--- src/rtl/mem_arbiter_if.sv ---
`default_nettype none
// ============================================================================
// mem_arbiter_if : fetch, data and memory-side signals of mem_arbiter.
// Rev 1.0
// ============================================================================
interface mem_arbiter_if #(
  parameter int ADDR_W = 16,
  parameter int DATA_W = 16
);
  logic              i_req;
  logic [ADDR_W-1:0] i_addr;
  logic              i_ack;
  logic [DATA_W-1:0] i_rdata;
  logic              d_req;
  logic              d_wr;
  logic [ADDR_W-1:0] d_addr;
  logic [DATA_W-1:0] d_wdata;
  logic              d_ack;
  logic [DATA_W-1:0] d_rdata;
  logic              mem_en;
  logic              mem_wr;
  logic [ADDR_W-1:0] mem_addr;
  logic [DATA_W-1:0] mem_wdata;
  logic [DATA_W-1:0] mem_rdata;
  logic              busy;

  modport slave (
    input  i_req, i_addr, d_req, d_wr, d_addr, d_wdata, mem_rdata,
    output i_ack, i_rdata, d_ack, d_rdata, mem_en, mem_wr, mem_addr, mem_wdata, busy
  );

  modport master (
    output i_req, i_addr, d_req, d_wr, d_addr, d_wdata, mem_rdata,
    input  i_ack, i_rdata, d_ack, d_rdata, mem_en, mem_wr, mem_addr, mem_wdata, busy
  );
endinterface
`default_nettype wire

--- src/rtl/mem_arbiter.sv ---
`default_nettype none
// ============================================================================
// mem_arbiter : fetch/data arbiter and fixed-latency sequencer for one memory.
// Optional macro ARB_RR_EN: alternate grants on simultaneous requests. Rev 1.0
// ============================================================================
module mem_arbiter #(
  parameter int ADDR_W  = 16,
  parameter int DATA_W  = 16,
  parameter int MEM_LAT = 4
) (
  input  logic         clk,
  input  logic         rst,
  mem_arbiter_if.slave bus
);

  typedef enum logic [1:0] {
    IDLE   = 2'd0,
    BUSY_I = 2'd1,
    BUSY_D = 2'd2
  } state_t;

  localparam logic [3:0] c_cnt_init = 4'(MEM_LAT - 1);

  state_t            state_q, state_d;
  logic [3:0]        cnt_q, cnt_d;
  logic [ADDR_W-1:0] addr_q, addr_d;
  logic              wr_q, wr_d;
  logic [DATA_W-1:0] wdata_q, wdata_d;
  logic              i_ack_q, i_ack_d;
  logic              d_ack_q, d_ack_d;
  logic [DATA_W-1:0] i_rdata_q, i_rdata_d;
  logic [DATA_W-1:0] d_rdata_q, d_rdata_d;
  logic              w_i_elig, w_d_elig, w_grant_d, w_issue;
`ifdef ARB_RR_EN
  logic              last_grant_q, last_grant_d;
`endif

  always_ff @(posedge clk) begin
    if (rst) begin
      state_q   <= IDLE;
      cnt_q     <= '0;
      addr_q    <= '0;
      wr_q      <= 1'b0;
      wdata_q   <= '0;
      i_ack_q   <= 1'b0;
      d_ack_q   <= 1'b0;
      i_rdata_q <= '0;
      d_rdata_q <= '0;
`ifdef ARB_RR_EN
      last_grant_q <= 1'b0;
`endif
    end else begin
      state_q   <= state_d;
      cnt_q     <= cnt_d;
      addr_q    <= addr_d;
      wr_q      <= wr_d;
      wdata_q   <= wdata_d;
      i_ack_q   <= i_ack_d;
      d_ack_q   <= d_ack_d;
      i_rdata_q <= i_rdata_d;
      d_rdata_q <= d_rdata_d;
`ifdef ARB_RR_EN
      last_grant_q <= last_grant_d;
`endif
    end
  end

  always_comb begin
    state_d   = state_q;
    cnt_d     = cnt_q;
    addr_d    = addr_q;
    wr_d      = wr_q;
    wdata_d   = wdata_q;
    i_ack_d   = 1'b0;
    d_ack_d   = 1'b0;
    i_rdata_d = i_rdata_q;
    d_rdata_d = d_rdata_q;
    // A requester whose ack is showing this cycle sits out one cycle.
    w_i_elig  = bus.i_req && !i_ack_q;
    w_d_elig  = bus.d_req && !d_ack_q;
    w_grant_d = w_d_elig;
`ifdef ARB_RR_EN
    last_grant_d = last_grant_q;
    if (w_i_elig && w_d_elig) begin
      w_grant_d = !last_grant_q;
    end
`endif
    case (state_q)
      IDLE: begin
        if (w_i_elig || w_d_elig) begin
          cnt_d = c_cnt_init;
          if (w_grant_d) begin
            state_d = BUSY_D;
            addr_d  = bus.d_addr;
            wr_d    = bus.d_wr;
            wdata_d = bus.d_wdata;
          end else begin
            state_d = BUSY_I;
            addr_d  = bus.i_addr;
            wr_d    = 1'b0;
            wdata_d = '0;
          end
`ifdef ARB_RR_EN
          last_grant_d = w_grant_d;
`endif
        end
      end
      BUSY_I, BUSY_D: begin
        if (cnt_q == 4'd0) begin
          state_d = IDLE;
          if (state_q == BUSY_I) begin
            i_ack_d   = 1'b1;
            i_rdata_d = bus.mem_rdata;
          end else begin
            d_ack_d = 1'b1;
            if (!wr_q) begin
              d_rdata_d = bus.mem_rdata;
            end
          end
        end else begin
          cnt_d = cnt_q - 4'd1;
        end
      end
      default: state_d = IDLE;
    endcase
  end

  // The counter only holds its start value in the first BUSY cycle.
  assign w_issue       = (state_q != IDLE) && (cnt_q == c_cnt_init);
  assign bus.mem_en    = w_issue;
  assign bus.mem_wr    = w_issue && wr_q;
  assign bus.mem_addr  = w_issue ? addr_q : '0;
  assign bus.mem_wdata = w_issue ? wdata_q : '0;
  assign bus.busy      = (state_q != IDLE);
  assign bus.i_ack     = i_ack_q;
  assign bus.d_ack     = d_ack_q;
  assign bus.i_rdata   = i_rdata_q;
  assign bus.d_rdata   = d_rdata_q;

endmodule
`default_nettype wire

--- src/flat_wrapper.sv ---
// flat-port wrapper written by rule: the top's interface ports become plain ports
module mem_arbiter_flat 
#(
  parameter int ADDR_W  = 16,
  parameter int DATA_W  = 16,
  parameter int MEM_LAT = 4
)
  (clk, rst, bus_i_req, bus_i_addr, bus_d_req, bus_d_wr, bus_d_addr, bus_d_wdata, bus_mem_rdata, bus_i_ack, bus_i_rdata, bus_d_ack, bus_d_rdata, bus_mem_en, bus_mem_wr, bus_mem_addr, bus_mem_wdata, bus_busy);
  mem_arbiter_if #(.ADDR_W(ADDR_W), .DATA_W(DATA_W)) bus_i ();
  input  logic clk;
  input  logic rst;
  input wire logic [$bits(bus_i.i_req)-1:0] bus_i_req;
  input wire logic [$bits(bus_i.i_addr)-1:0] bus_i_addr;
  input wire logic [$bits(bus_i.d_req)-1:0] bus_d_req;
  input wire logic [$bits(bus_i.d_wr)-1:0] bus_d_wr;
  input wire logic [$bits(bus_i.d_addr)-1:0] bus_d_addr;
  input wire logic [$bits(bus_i.d_wdata)-1:0] bus_d_wdata;
  input wire logic [$bits(bus_i.mem_rdata)-1:0] bus_mem_rdata;
  output wire logic [$bits(bus_i.i_ack)-1:0] bus_i_ack;
  output wire logic [$bits(bus_i.i_rdata)-1:0] bus_i_rdata;
  output wire logic [$bits(bus_i.d_ack)-1:0] bus_d_ack;
  output wire logic [$bits(bus_i.d_rdata)-1:0] bus_d_rdata;
  output wire logic [$bits(bus_i.mem_en)-1:0] bus_mem_en;
  output wire logic [$bits(bus_i.mem_wr)-1:0] bus_mem_wr;
  output wire logic [$bits(bus_i.mem_addr)-1:0] bus_mem_addr;
  output wire logic [$bits(bus_i.mem_wdata)-1:0] bus_mem_wdata;
  output wire logic [$bits(bus_i.busy)-1:0] bus_busy;
  assign bus_i.i_req = bus_i_req;
  assign bus_i.i_addr = bus_i_addr;
  assign bus_i.d_req = bus_d_req;
  assign bus_i.d_wr = bus_d_wr;
  assign bus_i.d_addr = bus_d_addr;
  assign bus_i.d_wdata = bus_d_wdata;
  assign bus_i.mem_rdata = bus_mem_rdata;
  assign bus_i_ack = bus_i.i_ack;
  assign bus_i_rdata = bus_i.i_rdata;
  assign bus_d_ack = bus_i.d_ack;
  assign bus_d_rdata = bus_i.d_rdata;
  assign bus_mem_en = bus_i.mem_en;
  assign bus_mem_wr = bus_i.mem_wr;
  assign bus_mem_addr = bus_i.mem_addr;
  assign bus_mem_wdata = bus_i.mem_wdata;
  assign bus_busy = bus_i.busy;
  mem_arbiter #(.ADDR_W(ADDR_W), .DATA_W(DATA_W), .MEM_LAT(MEM_LAT)) u_core (.clk(clk), .rst(rst), .bus(bus_i));
endmodule
--- config.mk ---
export PLATFORM = sky130hd
export DESIGN_NAME = mem_arbiter_flat
export DESIGN_NICKNAME = d
export VERILOG_FILES = /design/src/rtl/mem_arbiter_if.sv /design/src/rtl/mem_arbiter.sv /design/src/flat_wrapper.sv
export SDC_FILE = /design/constraint.sdc
export NUM_CORES = 1
export LEC_CHECK = 0
export ABC_AREA = 1
export BUFFER_PORTS_ARGS = -buffer_cell sky130_fd_sc_hd__buf_2
export CAP_MARGIN = 10
export CORE_ASPECT_RATIO = 0.6
export CORE_MARGIN = 2
export CORE_UTILIZATION = 48
export CTS_CLUSTER_DIAMETER = 60
export CTS_CLUSTER_SIZE = 10
export DETAILED_ROUTE_END_ITERATION = 8
export PLACE_DENSITY = 0.8
export SLEW_MARGIN = 10
export SYNTH_ARGS = -nofsm -noshare
export SYNTH_HDL_FRONTEND = slang
export SYNTH_SLANG_ARGS = --single-unit
--- constraint.sdc ---
create_clock -name clk -period 1.8 [get_ports clk]
set_clock_uncertainty 0.05 [all_clocks]
set_input_delay 0.09 -clock clk [delete_from_list [all_inputs] [get_ports clk]]
set_output_delay 0.09 -clock clk [all_outputs]
set_load 0.1 [all_outputs]
==> results of run 1 <==
-- per-stage QoR --
stage	util (%)	hold slack (ps)
4_1_cts	81.3	68.7
3_5_place_dp	71.9	285
3_3_place_gp	71.9	274
5_1_grt	83.2	113
2_1_floorplan	-	168
6_report	83.2	82.1
-- final cells by class --
| cell class | instances | area, um^2 | share of cell area, % |
|---|---|---|---|
| clock buffers | 9 | 225 | 4.09 |
| well taps | 87 | 109 | 1.98 |
| inverters | 64 | 254 | 4.61 |
| clock inverters | 7 | 60.1 | 1.09 |
| multi-input cells | 300 | 1680 | 30.4 |
| repair buffers | 186 | 1720 | 31.2 |
| flip-flops and latches | 73 | 1470 | 26.6 |
-- flip-flops by register name (all words and copies together) (netlist names) --
name and count:
u_core.bus.i_ack 1, u_core.addr_q 16, u_core.bus.d_ack 1, u_core.cnt_q 4, u_core.state_q 2, u_core.bus.i_rdata 16, u_core.bus.d_rdata 16, u_core.wr_q 1
u_core.wdata_q 16
-- tightest hold or removal path, cell delays in order --
cell	delay (ps)
buf_2	70
nand2_1	40
nand2_1	40
o21ai_0	70
a21oi_1	110
-- metal layers --
layer	up-vias	part of all wire, %	global-route usage (%)	routed length [um]
li1	1800	-	-	-
met1	1847	37	35.9	4790
met2	286	47	55.0	6180
met3	80	10	8.88	1320
met4	0	5.8	12.5	750
met5	-	0	0	0
-- placed cells by master (no fill, tap or decap), types with 2 or more instances in the layout --
| cell | instances |
|---|---|
| buf_2 | 103 |
| nor3_1 | 2 |
| ha_1 | 5 |
| nor2_1 | 34 |
| buf_6 | 2 |
| buf_4 | 9 |
| buf_12 | 37 |
| inv_6 | 2 |
| clkinvlp_4 | 6 |
| o21ai_0 | 47 |
| inv_1 | 57 |
| nor2_2 | 3 |
| dfxtp_1 | 70 |
| dfxtp_2 | 3 |
| clkbuf_16 | 10 |
| nand2_1 | 86 |
| nand3_1 | 26 |
| o21ai_1 | 2 |
| a21oi_1 | 54 |
| inv_2 | 3 |
| nor2_4 | 34 |
| nand3_4 | 2 |
| dlygate4sd3_1 | 33 |
-- worst max-delay path by stage --
stage / start / endpoint / slack [ps] / cells after the start
floorplan: u_core.state_q[1]$_SDFFE_PP0P_ / bus_mem_en / -290 / 6
global placement: u_core.state_q[1]$_SDFFE_PP0P_ / bus_mem_wr / 220 / 7
detailed placement: u_core.cnt_q[0]$_SDFFE_PP0P_ / u_core.bus.d_rdata[13]$_SDFFE_PP0P_ / 140 / 7
CTS: u_core.state_q[0]$_SDFFE_PP0P_ / bus_mem_en / -70 / 7
global route: u_core.state_q[1]$_SDFFE_PP0P_ / bus_mem_wdata[5] / -160 / 8
finish: u_core.state_q[1]$_SDFFE_PP0P_ / bus_mem_wdata[5] / -120 / 8
-- repair_timing --
| action | in CTS | in global routing |
|---|---|---|
| hold buffers | 33 | 0 |
| buffers inserted | 0 | 7 |
| resized for setup | 2 | 12 |
| gates cloned | 0 | 1 |
| setup endpoints to repair | 20 | 49 |
| pin swaps | 2 | 5 |
| hold endpoints to repair | 35 | 0 |
-- power groups by stage --
stage	clock (mW)	sequential, mW	combinational (mW)
2_1_floorplan	0	3.96	2.21
3_3_place_gp	0	2.34	4.49
3_5_place_dp	0	2.37	4.61
4_1_cts	1.71	2.34	4.73
5_1_grt	1.79	2.42	5.41
6_report	1.72	2.39	5.16
-- kinds of logic after synthesis --
kind of cell,after synthesis
compound gates,104
fa+ha+maj,6
buf+inv,89
flops,73
simple gates,190
==> impl_metrics.xml, run 1 <==
<?xml version="1.0" encoding="UTF-8"?>
<metrics>
  <group name="status">
    <metric name="status" unit="">complete, but fails checks</metric>
    <metric name="failed_checks" unit="">negative setup slack</metric>
  </group>
  <group name="layout">
    <metric name="layout-drive-gt1-share" unit="%">34.7</metric>
    <metric name="diodes" unit="">0</metric>
    <metric name="layout.cells.non_filler" unit="">726</metric>
    <metric name="stdcell_area" unit="mm^2">0.00551</metric>
    <metric name="filler_cell_count" unit="">364</metric>
    <metric name="area_delta_synth_final" unit="%">69.4</metric>
    <metric name="net_total_in_the_final_layout" unit="">709</metric>
  </group>
  <group name="synth">
    <metric name="synth_fa_ha_area_share" unit="%">2.31</metric>
    <metric name="most_repeated_cell_in_the_gate_level_netlist_after_synthesis" unit="">nand2_1</metric>
    <metric name="synth.top_cells.by_area" unit="">dfxtp_1 (45%), nand2_1 (9.9%), a21oi_1 (8.3%)</metric>
    <metric name="postSynthRegisterBits" unit="">73</metric>
    <metric name="synth_edf_count" unit="">0</metric>
    <metric name="synth_async_sr_flop_share" unit="%">0</metric>
    <metric name="synthesis.yosys.warnings" unit="">0</metric>
    <metric name="syn-mean-instance-area" unit="um^2">7.04</metric>
    <metric name="synth_top_cell_area_share" unit="%">45.0</metric>
    <metric name="synth.lib_cells_used.distinct" unit="">24</metric>
    <metric name="post_synth_most_frequent_cells" unit="">nand2_1 (86), dfxtp_1 (73), nor2_1 (67)</metric>
    <metric name="yosysSeqAreaShare" unit="%">45.0</metric>
    <metric name="synth.net_count" unit="">537</metric>
    <metric name="synthMuxAreaShare" unit="%">0</metric>
    <metric name="synth-simple-area-share" unit="%">24.7</metric>
    <metric name="synth_top_family_by_area" unit="">simple AND/OR/NAND/NOR gates</metric>
    <metric name="syn-cell-area" unit="mm^2">0.00325</metric>
    <metric name="synth_xor_area_share" unit="%">0</metric>
    <metric name="fraction_of_the_mapped_netlist_area_in_compound_gates" unit="%">16.1</metric>
    <metric name="netlist_instances" unit="">462</metric>
    <metric name="synth_flop_cell" unit="">dfxtp_1</metric>
    <metric name="synth_top_area_cell" unit="">dfxtp_1</metric>
  </group>
  <group name="critical_path">
    <metric name="ff2ff_setup_slack" unit="ps">-20</metric>
    <metric name="timing_worst_setup_path_type" unit="">reg2out</metric>
    <metric name="worst_stage_delay_on_the_critical_path" unit="ps">340</metric>
    <metric name="critical_path.startpoint_type" unit="">flip-flop</metric>
    <metric name="critPathBufInv" unit="">5</metric>
    <metric name="setup.worst_path.end_class" unit="">primary output</metric>
    <metric name="cp_data_arrival_time" unit="ps">1780</metric>
    <metric name="timing.rr.end" unit="">u_core.bus.i_rdata[10]$_SDFFE_PP0P_</metric>
    <metric name="critPathTopFamily" unit="">buffers and inverters</metric>
    <metric name="r2r_start" unit="">u_core.cnt_q[0]$_SDFFE_PP0P_</metric>
    <metric name="reg2reg_depth" unit="">6</metric>
    <metric name="slowest_stage" unit="">dfxtp_2</metric>
    <metric name="crit_path_cell_trace" unit="">inv_2 &gt; ha_4 &gt; clkinvlp_4 &gt; nand3_4 &gt; buf_6 &gt; clkbuf_16 &gt; nor2_4 &gt; buf_12</metric>
    <metric name="crit_path_max_fanout" unit="">8</metric>
    <metric name="required" unit="ps">1660</metric>
  </group>
  <group name="global_route">
    <metric name="grt_overflow_total" unit="">0</metric>
    <metric name="grt_antenna_before_repair" unit="">0</metric>
    <metric name="grtUsageTotal" unit="%">31.1</metric>
    <metric name="grt_pass1_vias" unit="">3578</metric>
    <metric name="pin_count_of_the_biggest_net_entering_global_routing" unit="">54</metric>
    <metric name="first_pass_grt_wire_length" unit="um">17500</metric>
  </group>
  <group name="min_path">
    <metric name="startpoint_of_the_most_critical_hold_path" unit="">bus_i_addr[6]</metric>
    <metric name="hold_path_cells" unit="">5</metric>
    <metric name="worstHoldPathType" unit="">in2reg</metric>
    <metric name="hold_end" unit="">u_core.addr_q[6]$_SDFFE_PP0P_</metric>
  </group>
  <group name="drt">
    <metric name="drt-pass1-iter-count" unit="">6</metric>
    <metric name="routed_length_per_instance" unit="um">18.0</metric>
    <metric name="route.vias.total" unit="">4013</metric>
    <metric name="drt_iter0_drc" unit="">436</metric>
    <metric name="drcViolationCount" unit="">0</metric>
    <metric name="via_per_inst" unit="">5.53</metric>
    <metric name="antenna_violating_nets_post_route" unit="">0</metric>
    <metric name="finalWirelength" unit="um">13000</metric>
  </group>
  <group name="place">
    <metric name="global_placement_routability_congestion" unit="">0.863</metric>
    <metric name="detailed_place.area" unit="mm^2">0.00476</metric>
    <metric name="place_worst_setup_slack" unit="ps">141</metric>
    <metric name="placed_cells_incl_taps" unit="">669</metric>
    <metric name="place_hpwl" unit="um">6860</metric>
    <metric name="io_buffers" unit="">137</metric>
  </group>
  <group name="sta">
    <metric name="hold_viol" unit="">0</metric>
    <metric name="slew_violations" unit="">0</metric>
    <metric name="grt_setup_unrepaired" unit="">true</metric>
    <metric name="peak_clock_frequency_supported_by_timing" unit="GHz">0.522</metric>
    <metric name="finalCritPeriodShare" unit="%">106</metric>
    <metric name="final-setup-viol-count" unit="">34</metric>
    <metric name="setup-tns-final" unit="ps">-1840</metric>
    <metric name="timing_worst_slew_pin_value" unit="ps">530</metric>
    <metric name="worst_slew_margin_rel" unit="%">64.9</metric>
    <metric name="period_minus_slack" unit="ps">1920</metric>
    <metric name="timing.final.ws_setup" unit="ps">-116</metric>
  </group>
  <group name="power_and_ir_drop">
    <metric name="leakagePower" unit="nW">2.40</metric>
    <metric name="clock_power_share" unit="%">18.5</metric>
    <metric name="ir_worst_vdd" unit="V">0.00151</metric>
    <metric name="power.internal" unit="mW">4.26</metric>
    <metric name="p_per_area" unit="mW/mm^2">1680</metric>
    <metric name="power_switching_share" unit="%">54.1</metric>
    <metric name="comb_power_share" unit="%">55.7</metric>
    <metric name="seqPwrFrac" unit="%">25.8</metric>
    <metric name="switching_power" unit="mW">5.01</metric>
    <metric name="power.total" unit="mW">9.27</metric>
  </group>
  <group name="clock_tree">
    <metric name="tritoncts_clock_tree" unit="">yes</metric>
    <metric name="clock_tree.buffer_depth" unit="">2</metric>
    <metric name="cts_inserted_buffers" unit="">9</metric>
    <metric name="worst_skew_pair.late_latency" unit="ps">340</metric>
    <metric name="tritoncts_num_sinks" unit="">73</metric>
    <metric name="ctsRootBufferMaster" unit="">clkbuf_16</metric>
    <metric name="cts.reportedPaths.clkPinSlew" unit="ps">60</metric>
    <metric name="cts-htree-levels" unit="">3</metric>
  </group>
  <group name="floorplan">
    <metric name="die_width" unit="um">110</metric>
    <metric name="die_area" unit="mm^2">0.00747</metric>
    <metric name="core_region_area" unit="mm^2">0.00662</metric>
    <metric name="num_io_pins" unit="">138</metric>
    <metric name="initial_core_util" unit="%">49.1</metric>
    <metric name="placement_rows" unit="">23</metric>
    <metric name="die_height" unit="um">67.7</metric>
  </group>
  <group name="flow_run">
    <metric name="max_cap_check_violation_count" unit="">0</metric>
  </group>
</metrics>
Note: power is estimated with default switching activity, not from simulation.
==> run 2: changes to the inputs <==
PLACE_DENSITY = 0.86   (was 0.8)
==> impl_metrics.xml, run 2 (synthesis results as in run 1) <==
<?xml version="1.0" encoding="UTF-8"?>
<metrics>
  <group name="layout">
    <metric name="layout-drive-gt1-share" unit="%">34.6</metric>
    <metric name="layout.cells.non_filler" unit="">725</metric>
    <metric name="highest_count_cells_in_the_layout_ignoring_fill_and_taps" unit="">buf_2 (103), nand2_1 (86), dfxtp_1 (70)</metric>
    <metric name="diodes" unit="">0</metric>
    <metric name="area_delta_synth_final" unit="%">69.5</metric>
    <metric name="net_total_in_the_final_layout" unit="">708</metric>
    <metric name="final_common_cell" unit="">buf_2</metric>
  </group>
  <group name="global_route">
    <metric name="grtUsageTotal" unit="%">29.3</metric>
    <metric name="grt_pass1_vias" unit="">3482</metric>
    <metric name="grt_overflow_total" unit="">0</metric>
    <metric name="first_pass_grt_wire_length" unit="um">16500</metric>
    <metric name="pin_count_of_the_biggest_net_entering_global_routing" unit="">50</metric>
    <metric name="grt_antenna_before_repair" unit="">0</metric>
  </group>
  <group name="critical_path">
    <metric name="critPathBufInv" unit="">2</metric>
    <metric name="worst_stage_delay_on_the_critical_path" unit="ps">390</metric>
    <metric name="crit_path_max_fanout" unit="">9</metric>
    <metric name="crit_path_cell_trace" unit="">nor2_4 &gt; nand3_4 &gt; clkbuf_16 &gt; nor2_4 &gt; buf_12</metric>
    <metric name="cp_data_arrival_time" unit="ps">1750</metric>
    <metric name="critical_path.startpoint_type" unit="">flip-flop</metric>
    <metric name="required" unit="ps">1660</metric>
    <metric name="critPathTopFamily" unit="">simple AND/OR/NAND/NOR gates</metric>
    <metric name="most_frequent_cell_on_critical_path" unit="">nor2_4</metric>
    <metric name="setup.worst_path.end_class" unit="">primary output</metric>
    <metric name="timing_worst_setup_path_type" unit="">reg2out</metric>
    <metric name="slowest_stage" unit="">dfxtp_1</metric>
  </group>
  <group name="clock_tree">
    <metric name="cts_inserted_buffers" unit="">9</metric>
    <metric name="clock_tree.buffer_depth" unit="">2</metric>
    <metric name="cts.reportedPaths.clkPinSlew" unit="ps">60</metric>
    <metric name="tritoncts_num_sinks" unit="">73</metric>
    <metric name="worst_skew_pair.late_latency" unit="ps">340</metric>
    <metric name="cts-htree-levels" unit="">3</metric>
    <metric name="ctsRootBufferMaster" unit="">clkbuf_16</metric>
    <metric name="tritoncts_clock_tree" unit="">yes</metric>
  </group>
  <group name="power_and_ir_drop">
    <metric name="ir_worst_vdd" unit="V">0.000999</metric>
    <metric name="p_per_area" unit="mW/mm^2">1670</metric>
    <metric name="leakagePower" unit="nW">2.42</metric>
  </group>
  <group name="floorplan">
    <metric name="die_area" unit="mm^2">0.00747</metric>
    <metric name="placement_rows" unit="">23</metric>
    <metric name="initial_core_util" unit="%">49.1</metric>
    <metric name="num_io_pins" unit="">138</metric>
    <metric name="die_width" unit="um">110</metric>
    <metric name="die_height" unit="um">67.7</metric>
    <metric name="core_region_area" unit="mm^2">0.00662</metric>
  </group>
  <group name="drt">
    <metric name="drt-pass1-iter-count" unit="">7</metric>
    <metric name="via_per_inst" unit="">5.34</metric>
    <metric name="drt_iter0_drc" unit="">307</metric>
    <metric name="routed_length_per_instance" unit="um">16.7</metric>
    <metric name="finalWirelength" unit="um">12100</metric>
    <metric name="drcViolationCount" unit="">0</metric>
    <metric name="route.vias.total" unit="">3870</metric>
    <metric name="antenna_violating_nets_post_route" unit="">0</metric>
  </group>
  <group name="place">
    <metric name="placed_cells_incl_taps" unit="">668</metric>
    <metric name="io_buffers" unit="">137</metric>
    <metric name="place_hpwl" unit="um">6970</metric>
    <metric name="global_placement_routability_congestion" unit="">0.841</metric>
  </group>
  <group name="sta">
    <metric name="grt_setup_unrepaired" unit="">true</metric>
    <metric name="period_minus_slack" unit="ps">1890</metric>
    <metric name="final-setup-viol-count" unit="">33</metric>
    <metric name="timing_worst_slew_pin_value" unit="ps">565</metric>
    <metric name="worst_slew_margin_rel" unit="%">62.3</metric>
    <metric name="slew_violations" unit="">0</metric>
    <metric name="finalCritPeriodShare" unit="%">105</metric>
    <metric name="hold_viol" unit="">0</metric>
    <metric name="setup-tns-final" unit="ps">-1640</metric>
    <metric name="timing.final.ws_setup" unit="ps">-85.0</metric>
    <metric name="peak_clock_frequency_supported_by_timing" unit="GHz">0.530</metric>
  </group>
  <group name="flow_run">
    <metric name="max_cap_check_violation_count" unit="">0</metric>
  </group>
  <group name="min_path">
    <metric name="worstHoldPathType" unit="">in2reg</metric>
  </group>
  <group name="status">
    <metric name="status" unit="">complete, but fails checks</metric>
    <metric name="failed_checks" unit="">negative setup slack</metric>
  </group>
</metrics>
run 2: changes by cell type in the layout (fill, tap and decap cells not counted), sizes merged:
cell,before,now
clkbuf,10,12
inv,64,62
dlygate4sd3,33,32
clkinvlp,6,4
buf,152,151
clkinv,1,4
run 2: worst min-delay path, delay by kind of cell:
family | cells | cell delay [ps]
buffers and inverters | 1 | 100
and+or+nand+nor | 2 | 170
run 2: stage by stage:
step	cell area, um^2	util, %	power [mW]	hold slack, ps	worst slack, ps
floorplan	3530	-	6.17	168	-290
global placement	4780	72.2	6.87	276	258
detailed placement	4780	72.2	7.00	286	197
CTS	5390	81.5	8.75	28.9	-81.5
global route	5510	83.3	9.54	24.4	-116
finish	5510	83.3	9.18	29.4	-85.0
run 2: layout make-up:
class | count | area, um^2
fill | 342 | 1110
multi-input combinational | 300 | 1680
inverter | 64 | 255
clock inverter | 6 | 42.5
clock buffer | 10 | 239
sequential | 73 | 1470
timing repair buffer | 185 | 1720
tap | 87 | 109
run 2: worst paths after layout:
path / slack (ps) / cells past startpoint / end / start
setup / recovery: -90 / 5 / bus_mem_addr[14] / u_core.cnt_q[2]$_SDFFE_PP0P_
hold / removal: 30 / 3 / u_core.bus.d_rdata[14]$_SDFFE_PP0P_ / bus_mem_rdata[14]
setup reg to reg: 90 / 6 / u_core.wdata_q[13]$_SDFFE_PP0P_ / u_core.state_q[1]$_SDFFE_PP0P_
hold reg to reg: 390 / 2 / u_core.bus.i_rdata[10]$_SDFFE_PP0P_ / u_core.bus.i_rdata[10]$_SDFFE_PP0P_
run 2: power by group:
part	switching, mW	internal [mW]
clock network	0.712	0.972
registers	0.282	2.12
logic	3.89	1.21
run 2: repair_timing:
action                                  4_1_cts  5_1_grt
endpoints found under the hold margin        32        0
gates cloned                                  0        2
pin swaps                                     1        9
endpoints found under the setup margin       12       36
buffers inserted                              0        7
resized for setup                             3        5
hold buffers                                 32        0
run 2: per-layer routing:
| metal | track usage [%] | up-vias | wire [um] |
|---|---|---|---|
| met5 | 0 | - | 0 |
| met4 | 12.0 | 0 | 377 |
| met3 | 7.92 | 48 | 922 |
| met2 | 51.0 | 232 | 6070 |
| met1 | 34.6 | 1796 | 4760 |
| li1 | - | 1794 | - |
==> run 3: changes to the inputs <==
CORE_UTILIZATION = 51   (was 48)
PLACE_DENSITY = 0.91   (was 0.86)
clock period = 2.2 ns   (was 1.8 ns; I/O delays follow)
==> impl_metrics.xml, run 3 (synthesis results as in run 1) <==
<?xml version="1.0" encoding="UTF-8"?>
<metrics>
  <group name="sta">
    <metric name="worst_slew_margin_rel" unit="%">56.5</metric>
    <metric name="finalCritPeriodShare" unit="%">99.8</metric>
    <metric name="peak_clock_frequency_supported_by_timing" unit="GHz">0.455</metric>
    <metric name="hold_viol" unit="">0</metric>
    <metric name="timing_worst_slew_pin_value" unit="ps">650</metric>
    <metric name="grt_setup_unrepaired" unit="">false</metric>
    <metric name="period_minus_slack" unit="ps">2200</metric>
    <metric name="final-setup-viol-count" unit="">0</metric>
    <metric name="slew_violations" unit="">0</metric>
  </group>
  <group name="power_and_ir_drop">
    <metric name="p_per_area" unit="mW/mm^2">1340</metric>
    <metric name="ir_worst_vdd" unit="V">0.00112</metric>
    <metric name="leakagePower" unit="nW">2.33</metric>
    <metric name="power.total" unit="mW">7.11</metric>
  </group>
  <group name="drt">
    <metric name="antenna_violating_nets_post_route" unit="">0</metric>
    <metric name="drt_iter0_drc" unit="">560</metric>
    <metric name="drcViolationCount" unit="">0</metric>
    <metric name="finalWirelength" unit="um">12900</metric>
    <metric name="via_per_inst" unit="">5.58</metric>
    <metric name="route.vias.total" unit="">3995</metric>
    <metric name="drt-pass1-iter-count" unit="">6</metric>
    <metric name="routed_length_per_instance" unit="um">18.1</metric>
  </group>
  <group name="floorplan">
    <metric name="core_region_area" unit="mm^2">0.00614</metric>
    <metric name="die_height" unit="um">65.8</metric>
    <metric name="die_area" unit="mm^2">0.00705</metric>
    <metric name="num_io_pins" unit="">138</metric>
    <metric name="die_width" unit="um">107</metric>
    <metric name="placement_rows" unit="">22</metric>
    <metric name="initial_core_util" unit="%">53.0</metric>
  </group>
  <group name="clock_tree">
    <metric name="tritoncts_clock_tree" unit="">yes</metric>
    <metric name="tritoncts_num_sinks" unit="">73</metric>
    <metric name="worst_skew_pair.late_latency" unit="ps">350</metric>
    <metric name="cts-htree-levels" unit="">3</metric>
    <metric name="cts.reportedPaths.clkPinSlew" unit="ps">80</metric>
    <metric name="cts_inserted_buffers" unit="">9</metric>
    <metric name="clock_tree.buffer_depth" unit="">2</metric>
    <metric name="ctsRootBufferMaster" unit="">clkbuf_8</metric>
  </group>
  <group name="layout">
    <metric name="area_delta_synth_final" unit="%">63.4</metric>
    <metric name="final_common_cell" unit="">buf_2</metric>
    <metric name="finish.utilization" unit="%">86.5</metric>
    <metric name="diodes" unit="">0</metric>
    <metric name="net_total_in_the_final_layout" unit="">702</metric>
    <metric name="layout-drive-gt1-share" unit="%">33.5</metric>
    <metric name="highest_count_cells_in_the_layout_ignoring_fill_and_taps" unit="">buf_2 (103), nand2_1 (86), dfxtp_1 (72)</metric>
  </group>
  <group name="min_path">
    <metric name="worstHoldPathType" unit="">in2reg</metric>
    <metric name="startpoint_of_the_most_critical_hold_path" unit="">bus_mem_rdata[13]</metric>
  </group>
  <group name="critical_path">
    <metric name="slowest_stage" unit="">dfxtp_1</metric>
    <metric name="critPathBufInv" unit="">4</metric>
    <metric name="critical_path.startpoint_type" unit="">flip-flop</metric>
    <metric name="most_frequent_cell_on_critical_path" unit="">buf_12</metric>
    <metric name="worst_stage_delay_on_the_critical_path" unit="ps">380</metric>
    <metric name="cp_data_arrival_time" unit="ps">2040</metric>
    <metric name="critPathTopFamily" unit="">buffers and inverters</metric>
    <metric name="required" unit="ps">2040</metric>
    <metric name="crit_path_cell_trace" unit="">inv_1 &gt; ha_2 &gt; clkinvlp_4 &gt; nand3_4 &gt; buf_12 &gt; nor2_2 &gt; buf_12</metric>
    <metric name="setup.worst_path.end_class" unit="">primary output</metric>
    <metric name="timing.critical_path.from" unit="">u_core.state_q[1]$_SDFFE_PP0P_</metric>
    <metric name="crit_path_max_fanout" unit="">7</metric>
    <metric name="r2r_start" unit="">u_core.state_q[1]$_SDFFE_PP0P_</metric>
    <metric name="timing_worst_setup_path_type" unit="">reg2out</metric>
  </group>
  <group name="global_route">
    <metric name="grt_pass1_vias" unit="">3983</metric>
    <metric name="pin_count_of_the_biggest_net_entering_global_routing" unit="">54</metric>
    <metric name="grt_antenna_before_repair" unit="">0</metric>
    <metric name="first_pass_grt_wire_length" unit="um">20200</metric>
    <metric name="grtUsageTotal" unit="%">37.5</metric>
    <metric name="grt_overflow_total" unit="">0</metric>
  </group>
  <group name="place">
    <metric name="io_buffers" unit="">137</metric>
    <metric name="global_placement_routability_congestion" unit="">0.908</metric>
    <metric name="place_hpwl" unit="um">7530</metric>
  </group>
  <group name="flow_run">
    <metric name="max_cap_check_violation_count" unit="">0</metric>
  </group>
  <group name="status">
    <metric name="status" unit="">complete, no violations</metric>
  </group>
</metrics>
run 3: cell types whose count changed in the layout (fill, tap and decap cells not counted), moves of 3 or more:
cell | previous run | this run
buf_4 | 10 | 7
clkbuf_16 | 11 | 0
clkbuf_8 | 1 | 9
nor2_2 | 3 | 7
nor2_4 | 34 | 30
run 3: path summary, 6_finish.rpt:
kind	cells after the start	endpoint	slack, ps
max reg2reg	7	u_core.bus.d_rdata[11]$_SDFFE_PP0P_	300
min reg2reg	2	u_core.bus.i_rdata[0]$_SDFFE_PP0P_	400
max	7	bus_mem_wdata[0]	3
min	3	u_core.bus.d_rdata[13]$_SDFFE_PP0P_	30
run 3: worst reg2reg max path, cell delays in order (launching register included):
cell and delay, ps:
dfxtp_1 380, inv_1 110, ha_2 430, nand3_4 170, nor2_8 270, inv_4 150
nor2_1 150, nor2_1 70
run 3: timing repair:
| action | in CTS | in global routing |
|---|---|---|
| buffers inserted | 2 | 1 |
| cloned | 0 | 0 |
| setup endpoints to repair | 8 | 13 |
| resized for setup | 0 | 1 |
| hold endpoints to repair | 31 | 0 |
| hold buffers | 31 | 0 |
| pin swaps | 1 | 1 |
run 3: metal layers:
metal	vias to the layer above	track usage, %	wire length [um]
met4	0	23.4	771
li1	1781	-	-
met2	310	64.4	6250
met1	1814	41.5	4620
met3	90	10.7	1290
met5	-	0	0
run 3: layout make-up:
class,count,area (um^2)
Inverter,64,250
Tap cell,84,105
Multi-Input combinational cell,300,1650
Clock inverter,7,83.8
Clock buffer,9,124
Timing Repair Buffer,179,1640
Sequential cell,73,1460
Fill cell,278,828
run 3: stage by stage:
stage	cells	setup slack (ps)	setup TNS [ps]	hold slack (ps)	cell area [um^2]
after floorplan	462	-29.3	-606	188	3510
after global placement	666	459	0	295	4760
after detailed placement	666	364	0	310	4760
after CTS	715	80.4	0	2.04	5300
after global routing	716	3.45	0	14.4	5310
final	716	3.31	0	30.9	5310
run 3: report_power, final:
group / total (mW) / internal (mW) / switching (mW) / leakage [nW]
sequential: 1.96 / 1.73 / 0.230 / 0.599
clock: 1.12 / 0.546 / 0.571 / 0.103
combinational: 4.04 / 0.843 / 3.20 / 1.63
total: 7.11 / 3.12 / 4.00 / 2.33
